===== src/rtl/monster_hp_arbiter_if.sv =====
// monster_hp_arbiter_if: request/grant bundle between the monster units
// (master side) and the HP event arbiter (slave side).
// Channel i of each packed request bus occupies bits [i*HP_W +: HP_W].
interface monster_hp_arbiter_if #(
    parameter int N_MON = 4,
    parameter int HP_W  = 5
);
    logic [N_MON*HP_W-1:0] addHPIn;
    logic [N_MON*HP_W-1:0] removeHPIn;
    logic [HP_W-1:0]       addHPmonsters;
    logic [HP_W-1:0]       removeHPmonsters;
    logic                  pacmanRespawn;
    logic                  holdActive;
    logic                  removeDropped;

    modport master (
        output addHPIn,
        output removeHPIn,
        input  addHPmonsters,
        input  removeHPmonsters,
        input  pacmanRespawn,
        input  holdActive,
        input  removeDropped
    );

    modport slave (
        input  addHPIn,
        input  removeHPIn,
        output addHPmonsters,
        output removeHPmonsters,
        output pacmanRespawn,
        output holdActive,
        output removeDropped
    );
endinterface


===== src/rtl/monster_hp_arbiter.sv =====
// monster_hp_arbiter: merges per-monster add/remove HP requests with
// per-channel pending buffers (saturating), grants at most one add and one
// remove per clock, and enforces a respawn hold-off after each granted removal.
// Optional feature macro: MONSTER_HP_RR_EN selects round-robin arbitration
// (separate add/remove pointers); when undefined, lowest channel index wins.
module monster_hp_arbiter #(
    parameter int N_MON        = 4,
    parameter int HP_W         = 5,
    parameter int RESPAWN_HOLD = 16
) (
    input  logic                 clk,
    input  logic                 resetN,
    monster_hp_arbiter_if.slave  bus
);
    localparam int              PTR_W     = (N_MON > 1) ? $clog2(N_MON) : 1;
    localparam logic [HP_W-1:0] HP_MAX    = '1;
    localparam logic [7:0]      HOLD_LOAD = 8'(RESPAWN_HOLD);

    logic [HP_W-1:0]  add_merged [N_MON];
    logic [HP_W-1:0]  rem_merged [N_MON];
    logic [N_MON-1:0] add_req;
    logic [N_MON-1:0] rem_req;
    logic [PTR_W-1:0] add_ptr;
    logic [PTR_W-1:0] rem_ptr;
    logic [PTR_W-1:0] add_gnt;
    logic [PTR_W-1:0] rem_gnt;
    logic             add_found;
    logic             rem_found;

    logic [7:0]       hold_q,    hold_d;
    logic [HP_W-1:0]  add_out_q, add_out_d;
    logic [HP_W-1:0]  rem_out_q, rem_out_d;
    logic             respawn_q, respawn_d;
    logic             dropped_q, dropped_d;

    // Search req starting at index 'start' (wrapping); returns {found, index}.
    function automatic logic [PTR_W:0] pick(input logic [N_MON-1:0] req,
                                            input logic [PTR_W-1:0] start);
        logic [2*N_MON-1:0] dbl;
        logic [N_MON-1:0]   rot;
        logic [PTR_W:0]     idx;
        logic               found;
        dbl   = {req, req};
        rot   = dbl[start +: N_MON];
        found = 1'b0;
        idx   = '0;
        // Walk from the far end so the nearest request to 'start' wins.
        for (int k = N_MON - 1; k >= 0; k--) begin
            if (rot[k]) begin
                found = 1'b1;
                idx   = {1'b0, start} + (PTR_W+1)'(k);
            end
        end
        if (idx >= (PTR_W+1)'(N_MON)) begin
            idx = idx - (PTR_W+1)'(N_MON);
        end
        return {found, idx[PTR_W-1:0]};
    endfunction

    // Per-channel merge of pending + new request and pending-register update.
    for (genvar gi = 0; gi < N_MON; gi++) begin : g_chan
        logic [HP_W-1:0] add_pend_q, add_pend_d;
        logic [HP_W-1:0] rem_pend_q, rem_pend_d;
        logic [HP_W:0]   add_sum;
        logic [HP_W:0]   rem_sum;

        // A plain sum already covers the "only one side nonzero" case.
        assign add_sum        = {1'b0, add_pend_q} + {1'b0, bus.addHPIn[gi*HP_W +: HP_W]};
        assign rem_sum        = {1'b0, rem_pend_q} + {1'b0, bus.removeHPIn[gi*HP_W +: HP_W]};
        assign add_merged[gi] = add_sum[HP_W] ? HP_MAX : add_sum[HP_W-1:0];
        assign rem_merged[gi] = rem_sum[HP_W] ? HP_MAX : rem_sum[HP_W-1:0];
        assign add_req[gi]    = |add_merged[gi];
        assign rem_req[gi]    = |rem_merged[gi];

        // Losers keep their merged value; the winner (or everyone during hold-off) clears.
        always_comb begin
            add_pend_d = add_merged[gi];
            rem_pend_d = rem_merged[gi];
            if (add_found && add_gnt == PTR_W'(gi)) begin
                add_pend_d = '0;
            end
            if (hold_q != 8'd0 || (rem_found && rem_gnt == PTR_W'(gi))) begin
                rem_pend_d = '0;
            end
        end

        // Pending buffers, dropped by reset.
        always_ff @(posedge clk or negedge resetN) begin
            if (!resetN) begin
                add_pend_q <= '0;
                rem_pend_q <= '0;
            end else begin
                add_pend_q <= add_pend_d;
                rem_pend_q <= rem_pend_d;
            end
        end
    end

`ifdef MONSTER_HP_RR_EN
    logic [PTR_W-1:0] add_ptr_q, add_ptr_d;
    logic [PTR_W-1:0] rem_ptr_q, rem_ptr_d;

    function automatic logic [PTR_W-1:0] next_ch(input logic [PTR_W-1:0] g);
        return (g == PTR_W'(N_MON - 1)) ? '0 : g + 1'b1;
    endfunction

    assign add_ptr = add_ptr_q;
    assign rem_ptr = rem_ptr_q;

    // Pointers move past the last winner; the remove pointer is frozen in hold-off.
    always_comb begin
        add_ptr_d = add_ptr_q;
        rem_ptr_d = rem_ptr_q;
        if (add_found) begin
            add_ptr_d = next_ch(add_gnt);
        end
        if (hold_q == 8'd0 && rem_found) begin
            rem_ptr_d = next_ch(rem_gnt);
        end
    end

    // Round-robin pointer registers.
    always_ff @(posedge clk or negedge resetN) begin
        if (!resetN) begin
            add_ptr_q <= '0;
            rem_ptr_q <= '0;
        end else begin
            add_ptr_q <= add_ptr_d;
            rem_ptr_q <= rem_ptr_d;
        end
    end
`else
    // Fixed priority: every search starts at channel 0.
    assign add_ptr = '0;
    assign rem_ptr = '0;
`endif

    // Independent winner selection for the add and remove paths.
    always_comb begin
        {add_found, add_gnt} = pick(add_req, add_ptr);
        {rem_found, rem_gnt} = pick(rem_req, rem_ptr);
    end

    // Grant outputs and hold-off counter; the counter never reloads while nonzero.
    always_comb begin
        add_out_d = add_found ? add_merged[add_gnt] : '0;
        rem_out_d = '0;
        respawn_d = 1'b0;
        dropped_d = 1'b0;
        hold_d    = hold_q;
        if (hold_q != 8'd0) begin
            hold_d    = hold_q - 8'd1;
            dropped_d = |rem_req;
        end else if (rem_found) begin
            rem_out_d = rem_merged[rem_gnt];
            respawn_d = 1'b1;
            hold_d    = HOLD_LOAD;
        end
    end

    // Registered outputs and hold counter.
    always_ff @(posedge clk or negedge resetN) begin
        if (!resetN) begin
            hold_q    <= '0;
            add_out_q <= '0;
            rem_out_q <= '0;
            respawn_q <= 1'b0;
            dropped_q <= 1'b0;
        end else begin
            hold_q    <= hold_d;
            add_out_q <= add_out_d;
            rem_out_q <= rem_out_d;
            respawn_q <= respawn_d;
            dropped_q <= dropped_d;
        end
    end

    assign bus.addHPmonsters    = add_out_q;
    assign bus.removeHPmonsters = rem_out_q;
    assign bus.pacmanRespawn    = respawn_q;
    assign bus.removeDropped    = dropped_q;
    assign bus.holdActive       = (hold_q != 8'd0);
endmodule


===== src/flat_wrapper.sv =====
// flat-port wrapper written by rule: the top's interface ports become plain ports
module monster_hp_arbiter_flat 
#(
    parameter int N_MON        = 4,
    parameter int HP_W         = 5,
    parameter int RESPAWN_HOLD = 16
)
  (clk, resetN, bus_addHPIn, bus_removeHPIn, bus_addHPmonsters, bus_removeHPmonsters, bus_pacmanRespawn, bus_holdActive, bus_removeDropped);
  monster_hp_arbiter_if #(.N_MON(N_MON), .HP_W(HP_W)) bus_i ();
  input  logic clk;
  input  logic resetN;
  input wire logic [$bits(bus_i.addHPIn)-1:0] bus_addHPIn;
  input wire logic [$bits(bus_i.removeHPIn)-1:0] bus_removeHPIn;
  output wire logic [$bits(bus_i.addHPmonsters)-1:0] bus_addHPmonsters;
  output wire logic [$bits(bus_i.removeHPmonsters)-1:0] bus_removeHPmonsters;
  output wire logic [$bits(bus_i.pacmanRespawn)-1:0] bus_pacmanRespawn;
  output wire logic [$bits(bus_i.holdActive)-1:0] bus_holdActive;
  output wire logic [$bits(bus_i.removeDropped)-1:0] bus_removeDropped;
  assign bus_i.addHPIn = bus_addHPIn;
  assign bus_i.removeHPIn = bus_removeHPIn;
  assign bus_addHPmonsters = bus_i.addHPmonsters;
  assign bus_removeHPmonsters = bus_i.removeHPmonsters;
  assign bus_pacmanRespawn = bus_i.pacmanRespawn;
  assign bus_holdActive = bus_i.holdActive;
  assign bus_removeDropped = bus_i.removeDropped;
  monster_hp_arbiter #(.N_MON(N_MON), .HP_W(HP_W), .RESPAWN_HOLD(RESPAWN_HOLD)) u_core (.clk(clk), .resetN(resetN), .bus(bus_i));
endmodule

===== config.mk =====
export PLATFORM = sky130hd
export DESIGN_NAME = monster_hp_arbiter_flat
export DESIGN_NICKNAME = d
export VERILOG_FILES = /design/src/rtl/monster_hp_arbiter_if.sv /design/src/rtl/monster_hp_arbiter.sv /design/src/flat_wrapper.sv
export SDC_FILE = /design/constraint.sdc
export NUM_CORES = 1
export LEC_CHECK = 0
export CAP_MARGIN = 25
export CORE_UTILIZATION = 60
export DETAILED_ROUTE_END_ITERATION = 16
export PLACE_DENSITY = 0.91
export SYNTH_ARGS = -nofsm -noshare
export SYNTH_HDL_FRONTEND = slang
export SYNTH_SLANG_ARGS = --single-unit

===== constraint.sdc =====
create_clock -name clk -period 4.5 [get_ports clk]
set_input_delay 0.9 -clock clk [delete_from_list [all_inputs] [get_ports clk]]
set_output_delay 0.9 -clock clk [all_outputs]
set_load 0.03 [all_outputs]

==> metrics.md, run 1 <==
| Metric | Value |
|---|---|
| Status | complete, no violations |
| TritonCTS buffer count | 9 |
| Final WL | between 8000 and 9000 um |
| Area contributors post-synth | dfrtp_1, ha_1, nor2_1 |
| H-tree levels | 3 |
| Synthesized area | 0.00400 mm^2 |
| Area added between synthesis and finish | 21.2% |
| Switching power | ~940 uW |
| Die area | 0.00699 mm^2 |
| Hold_buf cts | 0 |
| Core ar. | 0.00639 mm^2 |
| Ys async rst share | 100% |
| Clock Latency Late Sink | 0.35 ns |
| Worst-path clk slew | 0.07 ns |
| Crit end category | primary output |
| Total setup buffers inserted after CTS | 0 |
| Post-synthesis sequential area ratio | 37.6% |
| Post-DP HPWL | 6840 um |
| Synthesis-stage register bit count | 60 |
| Pint | 1.42 mW |
| Unrepaired setup endpoints after global routing | false |
| Ports | between 50 and 60 |
| Post-synth EDFFs | 0 |
| Fin nets | approximately 580 |
| Main synth FF type | dfrtp_1 |
| Max Clk Rate | 0.277 GHz |
| Initial Util | 62.6% |
| Vias in the first global route | 3498 |
| R2R setup slack | 1.59 ns |
| Final Max Slew Viols | 0 |
| Worst Hold End | u_core.hold_q[7] |
| Drt via density | just under 6 |
| Root Buffer | clkbuf_8 |
| Yosys warning count | 0 |
| Final hold vios | 0 |
| Worst-case clock buffer depth | 2 |
| Worst-Margin Slew | 0.706 ns |
| Setup TNS Final | 0 ns |
| Most frequent cell after synthesis | nor2_1 |
| WL/cell | 15.3 um |
| # Max-Cap Violations | 0 |
| Combinational share of power | 49.2% |
| Hold path depth | 1 |
| PostCTS Resize Cnt | 0 |
| CTS tree | built |
| Port bufs | 54 |
| IR drop worst, VDD | approximately 0.32 mV |
| Grt ovf | 0 |
| Routability cong. | 0.939 |
| First-pass GRT wire length | 15200 um |
| Hold Crit Class | reg2reg |
| Max-slew headroom | 52.9% |
| Row count | 29 |
| Count of different cell masters after synthesis | 58 |
| Pleak | 2.19 nW |
| Synth area leader | dfrtp_1 |
| Crit path arrival time | 2.71 ns |
| N_diodes | 0 |
| Post-route DRC | 0 |
| Largest net degree at the start of global routing | 32 |
| Gr usage total | 27.3% |
| Drt first pass iters | 5 |
| Worst setup SP type | register |
| Initial antenna violation count | 0 |
| Die height | 83.6 um |
| Share of the synthesized area in the top cell type | 37.6% |
| Reg2reg start | u_core.g_chan[3].add_pend_q[0] |
| Worst EP required | about 3.6 ns |
| Pwr Density | 487 mW/mm^2 |
| DR vias | 3414 |
| Net Sw Frac | 39.7% |
| Part of the cycle the worst path needs | 80.2% |
| Syn Area/Cell | 9.51 um^2 |
| R2R Path End | u_core.bus.addHPmonsters[3] |
| Setup Skew | 0.00736 ns |
| Part of the power in the clock network | 19.0% |
| Crit path max fanout | 12 |
| Crit Path Class | reg2out |
| Worst hold margin | 0.493 ns |
| CTS sink count | 60 |
| Final setup fails | 0 |
| First DRT Iteration DRCs | 200 |
| Sequential power share | 31.8% |
| Reg2reg path depth | 9 |
| Placed instance area | 0.00466 mm^2 |
| FILL cells | 450 |
| Tmin final | 3.61 ns |
| Post-synth top cells | nor2_1, dfrtp_1, ha_1 |
| Post-route cell area | 0.00484 mm^2 |
| Chip width | approximately 84 um |
| Post-Syn Instances | 420 |
| Layout cell share with drive strength beyond 1 | 5.82% |
| Post-route ant nets | 0 |
| Min-delay src | u_core.hold_q[7] |
-- stage by stage --
stage | utilization (%) | setup slack (ns) | total power, mW | std cells
detailed placement | 73.0 | 0.544 | 1.90 | 559
CTS | 75.8 | 0.904 | 2.36 | 575
floorplan | - | 1.30 | 1.58 | 429
finish | 75.8 | 0.890 | 2.36 | 575
global route | 75.8 | 0.697 | 2.53 | 575
global placement | 73.0 | 0.701 | 1.86 | 559
-- layer usage --
| metal | GRT usage (%) | up-vias | wire (um) |
|---|---|---|---|
| met5 | 0 | - | 0 |
| met4 | 12.0 | 0 | 206 |
| met3 | 4.75 | 21 | 498 |
| met2 | 43.8 | 117 | 4110 |
| met1 | 36.4 | 1600 | 3980 |
| li1 | - | 1676 | - |
-- power by group through the flow --
stage | Combinational, mW | Clock [mW] | Sequential (mW)
after floorplan | 0.788 | 0 | 0.797
final | 1.16 | 0.448 | 0.749
after global routing | 1.29 | 0.479 | 0.762
after CTS | 1.15 | 0.454 | 0.750
after global placement | 1.10 | 0 | 0.752
after detailed placement | 1.14 | 0 | 0.760
-- registers in the layout, indices dropped and copies added, names as in the netlist --
| signal | count |
|---|---|
| u_core.bus.addHPmonsters | 5 |
| u_core.hold_q | 8 |
| u_core.g_chan.add_pend_q | 20 |
| u_core.g_chan.rem_pend_q | 20 |
| u_core.bus.removeDropped | 1 |
| u_core.bus.pacmanRespawn | 1 |
| u_core.bus.removeHPmonsters | 5 |
-- critical path, stage by stage, from the launching register on --
cell,delay [ns]
dfrtp_1,0.42
nor3_1,0.28
nand2_1,0.15
nor2_1,0.49
inv_1,0.35
clkdlybuf4s50_1,0.68
-- how the worst max path moves through the flow --
| stage | start | to | slack (ns) | cells after the start |
|---|---|---|---|---|
| 2_1_floorplan | bus_addHPIn[5] | u_core.g_chan[3].add_pend_q[3] | 1.30 | 8 |
| 3_3_place_gp | bus_addHPIn[15] | u_core.bus.addHPmonsters[3] | 0.70 | 10 |
| 3_5_place_dp | bus_addHPIn[15] | u_core.bus.addHPmonsters[3] | 0.54 | 10 |
| 4_1_cts | u_core.hold_q[2] | bus_holdActive | 0.90 | 5 |
| 5_1_grt | u_core.hold_q[0] | bus_holdActive | 0.70 | 6 |
| 6_report | u_core.hold_q[2] | bus_holdActive | 0.89 | 5 |
-- cell type report --
| cell class | instances | area (um^2) | area share [%] |
|---|---|---|---|
| Inverter | 26 | 97.6 | 2.02 |
| Multi-Input combinational cell | 341 | 2420 | 50.0 |
| Tap cell | 77 | 96.3 | 1.99 |
| Clock buffer | 15 | 176 | 3.64 |
| Clock inverter | 1 | 5.00 | 0.103 |
| Sequential cell | 60 | 1500 | 31.0 |
| Timing Repair Buffer | 55 | 543 | 11.2 |
-- layout by cell type, fill, tap and decap left out, types with 2 or more instances in the layout --
| master | netlist | routed |
|---|---|---|
| or4b_2 | 2 | 2 |
| or3_1 | 5 | 5 |
| xnor2_1 | 11 | 11 |
| clkdlybuf4s50_1 | 0 | 53 |
| inv_1 | 26 | 26 |
| a31oi_1 | 4 | 4 |
| a211o_1 | 3 | 3 |
| o22ai_1 | 3 | 3 |
| o221ai_1 | 3 | 3 |
| nand2b_1 | 10 | 10 |
| a21boi_0 | 6 | 6 |
| o21bai_1 | 4 | 4 |
| a211oi_1 | 11 | 11 |
| o21ai_0 | 12 | 12 |
| conb_1 | 1 | 10 |
| clkbuf_8 | 0 | 12 |
| o31ai_1 | 2 | 2 |
| nor2_1 | 67 | 67 |
| nand4_1 | 5 | 5 |
| a2bb2oi_1 | 2 | 2 |
| o41ai_1 | 2 | 2 |
| xor2_1 | 4 | 4 |
| a21oi_1 | 24 | 24 |
| and4_1 | 2 | 2 |
| dfrtp_1 | 60 | 60 |
| mux2i_1 | 2 | 2 |
| clkbuf_1 | 2 | 3 |
| a21o_1 | 17 | 17 |
| ha_1 | 41 | 41 |
| nand3_1 | 7 | 7 |
| a311oi_1 | 2 | 2 |
| o21a_1 | 5 | 5 |
| nor3b_1 | 3 | 3 |
| nand2_1 | 16 | 16 |
| or2_2 | 2 | 2 |
| fa_1 | 8 | 8 |
| nor3_1 | 14 | 14 |
| nor4_1 | 5 | 5 |
| nor2b_1 | 6 | 6 |
-- kinds of logic (layout without fill, tap and decap cells) --
kind of cell             count (synthesis)  after routing  share of synthesized area, %
buffers and inverters                   28             97                          2.63
adder cells (fa/ha/maj)                 49             49                          16.8
AND/OR/NAND/NOR                        150            150                          18.7
XOR/XNOR                                15             15                          3.29
multiplexers                             3              3                         0.783
AO/OA/AOI/OAI                          114            114                          20.1
flip-flops                              60             60                          37.6
other                                    1             10                        0.0939
No activity file was read; power rests on OpenSTA's default activity.
==> inputs of run 2 (changes only) <==
--- a/config.mk
+++ b/config.mk
@@ -6,9 +6,9 @@
 export NUM_CORES = 1
 export LEC_CHECK = 0
 export CAP_MARGIN = 25
-export CORE_UTILIZATION = 60
+export CORE_UTILIZATION = 50
 export DETAILED_ROUTE_END_ITERATION = 16
-export PLACE_DENSITY = 0.91
+export PLACE_DENSITY = 0.82
 export SYNTH_ARGS = -nofsm -noshare
 export SYNTH_HDL_FRONTEND = slang
 export SYNTH_SLANG_ARGS = --single-unit
==> constraint.sdc (replaced) <==
create_clock -name clk -period 2.9 [get_ports clk]
set_input_delay 0.58 -clock clk [delete_from_list [all_inputs] [get_ports clk]]
set_output_delay 0.58 -clock clk [all_outputs]
set_load 0.03 [all_outputs]
==> run 2 against run 1 <==
Worst setup slack worse by 0.82 ns. Critical endpoint is now u_core.bus.addHPmonsters[4]. Worst hold slack worse by 0.21 ns. Utilization down 5.0 points. First-iteration DRC count down 14%. Non-clock buffer count up 64. Combinational power up 100%. Final area up 13%.
==> metrics.md, run 2 (same netlist as run 1, synthesis figures left out) <==
| Metric | Value |
|---|---|
| Hold Crit Class | in2async |
| Area added between synthesis and finish | 37.1% |
| Slowest cell on the critical path | or4_4 |
| Worst-path clk slew | 0.07 ns (about the same) |
| Pwr Density | 760 mW/mm^2 (+56%) |
| Post-route ant nets | 0 (unchanged) |
| CP Cell Sequence | clkdlybuf4s50_1 -> ha_1 -> or3_1 -> a211oi_2 -> a211oi_1 -> or4_4 -> o41ai_4 -> o221ai_1 |
| Part of the cycle the worst path needs | 97.7% |
| Initial antenna violation count | 0 (unchanged) |
| Vias in the first global route | 3877 (+11%) |
| Crit path arrival time | 3.05 ns (+0.34 ns) |
| First DRT Iteration DRCs | 172 (-14%) |
| Worst-case clock buffer depth | 2 (unchanged) |
| Worst slack at placement | -0.653 ns (-1.20 ns) |
| Row count | 32 (+10%) |
| R2R Path End | u_core.bus.addHPmonsters[4] |
| WL/cell | 15.2 um (-0.94%) |
| Routability cong. | 0.884 (-5.9%) |
| Tmin final | 2.83 ns |
| Ports | 55 (unchanged) |
| Root Buffer | clkbuf_8 |
| Crit path max fanout | 3 (-9) |
| IR drop worst, VDD | 0.600 mV (+87%) |
| Setup Skew | 0.00872 ns (+0.00136 ns) |
| Fin nets | 648 (+11%) |
| Drt first pass iters | 4 (-1) |
| Reg2reg path depth | 9 (unchanged) |
| Gr usage total | 25.9% (-1.4 points) |
| Max Clk Rate | 0.353 GHz |
| Pleak | 2.53 nW (+15%) |
| Crit Path Class | in2reg |
| Grt ovf | 0 (unchanged) |
| Post-DP HPWL | 7650 um (+12%) |
| H-tree levels | 3 (unchanged) |
| DR vias | 3673 (+7.6%) |
| FILL cells | 565 (+26%) |
| Die height | 91.4 um (+9.3%) |
| Final setup fails | 0 (unchanged) |
| Cell total after placement | 644 (+15%) |
| CP bufs+invs | 1 (-1) |
| Status | complete, no violations |
| Reg2reg start | u_core.g_chan[3].add_pend_q[0] |
| First-pass GRT wire length | 17100 um (+12%) |
| Worst hold margin | 0.280 ns (-0.213 ns) |
| Unrepaired setup endpoints after global routing | true |
| # Max-Cap Violations | 0 (unchanged) |
| CTS tree | built |
| Commonest non-fill, non-tap cell in the layout | nor2_1 |
| CTS sink count | 60 (unchanged) |
| Footprint of the multi-input gates | 0.00255 mm^2 (+5.3%) |
| Worst setup SP type | primary input |
| Largest net degree at the start of global routing | 33 (+3.1%) |
| Layout cell share with drive strength beyond 1 | 21.4% (+16 points) |
| Drt via density | 5.53 (-6.8%) |
| Die area | 0.00835 mm^2 (+19%) |
| Post-route setup slack | 0.0668 ns (-0.823 ns) |
| Max-slew headroom | 49.6% (-3.3 points) |
| Post-route DRC | 0 (unchanged) |
| Non-Filler Instances | 664 (+15%) |
| Final WL | 10100 um (+14%) |
| TritonCTS buffer count | 9 (unchanged) |
| Worst-Margin Slew | 0.756 ns (+0.0494 ns) |
| Port bufs | 54 (unchanged) |
| Final hold vios | 0 (unchanged) |
| Final Max Slew Viols | 0 (unchanged) |
| Biggest regs | u_core.g_chan.add_pend_q (20), u_core.g_chan.rem_pend_q (20), u_core.hold_q (8) |
| Leading cell types in the layout, fill and taps excluded | nor2_1, buf_4, dfrtp_1 |
| Worst EP required | 3.11 ns (-0.49 ns) |
| Highest cell delay on the worst timing path | 0.58 ns (-0.10 ns) |
| Crit end category | register |
| N_diodes | 0 (unchanged) |
| Core ar. | 0.00773 mm^2 (+21%) |
| FF/Latch Area | 0.00150 mm^2 (unchanged) |
| Chip width | 91.4 um (+9.3%) |
| CP top delay family | simple AND/OR/NAND/NOR gates |
| Initial Util | 51.7% (-11 points) |
| R2R setup slack | 0.25 ns (-1.34 ns) |
| Clock Latency Late Sink | 0.36 ns (about the same) |
[run 2: worst max path at each step]
stage                                     end  cells after the start              start
5_1_grt        u_core.bus.removeHPmonsters[4]                     11  bus_removeHPIn[5]
4_1_cts           u_core.bus.addHPmonsters[0]                     10    bus_addHPIn[10]
2_1_floorplan  u_core.g_chan[3].add_pend_q[3]                      8     bus_addHPIn[5]
3_5_place_dp      u_core.bus.addHPmonsters[3]                     10    bus_addHPIn[15]
3_3_place_gp      u_core.bus.addHPmonsters[3]                     10    bus_addHPIn[15]
6_report          u_core.bus.addHPmonsters[4]                      8    bus_addHPIn[19]
[run 2: final cells by class]
type | count | area share (%)
clock buffer | 11 | 2.58
clock inverter | 5 | 0.503
inverter | 26 | 1.78
multi-input combinational | 341 | 46.6
sequential | 60 | 27.4
tap | 102 | 2.33
timing repair buffer | 119 | 18.8
[run 2: what timing repair did]
item	CTS	global route
pin swaps	9	10
hold buffers	0	0
resized for setup	19	15
buffers inserted	3	1
setup endpoints to repair	14	31
[run 2: through the flow]
step | TNS, ns | cell area, um^2 | utilization (%) | total power, mW
6_report | 0 | 5480 | 70.9 | 4.16
2_1_floorplan | 0 | 4030 | - | 2.46
3_3_place_gp | -10.00 | 5140 | 66.5 | 3.21
4_1_cts | 0 | 5410 | 70.0 | 4.07
3_5_place_dp | -14.32 | 5140 | 66.5 | 3.31
5_1_grt | -0.0406 | 5480 | 70.9 | 4.44
[run 2: layer usage]
| layer | global-route usage (%) | vias up | wire length (um) |
|---|---|---|---|
| met5 | 0 | - | 0 |
| met4 | 12.3 | 0 | 247 |
| met3 | 4.19 | 25 | 467 |
| met2 | 47.3 | 100 | 5330 |
| met1 | 29.1 | 1751 | 4020 |
| li1 | - | 1797 | - |
[run 2: worst register-to-register path, cell delays in order (launching register included)]
cell	delay (ns)
dfrtp_1	0.33
ha_2	0.18
inv_2	0.04
fa_2	0.36
nand2b_4	0.15
o41ai_2	0.32
o311ai_2	0.19
or4_4	0.47
o41ai_4	0.28
o221ai_1	0.19
[run 2: power breakdown]
group          internal (mW)  leakage (nW)  switching [mW]
Clock                  0.327        0.0889           0.344
Sequential              1.06         0.716           0.112
Combinational           1.11          1.72            1.21
Total                   2.49          2.53            1.67
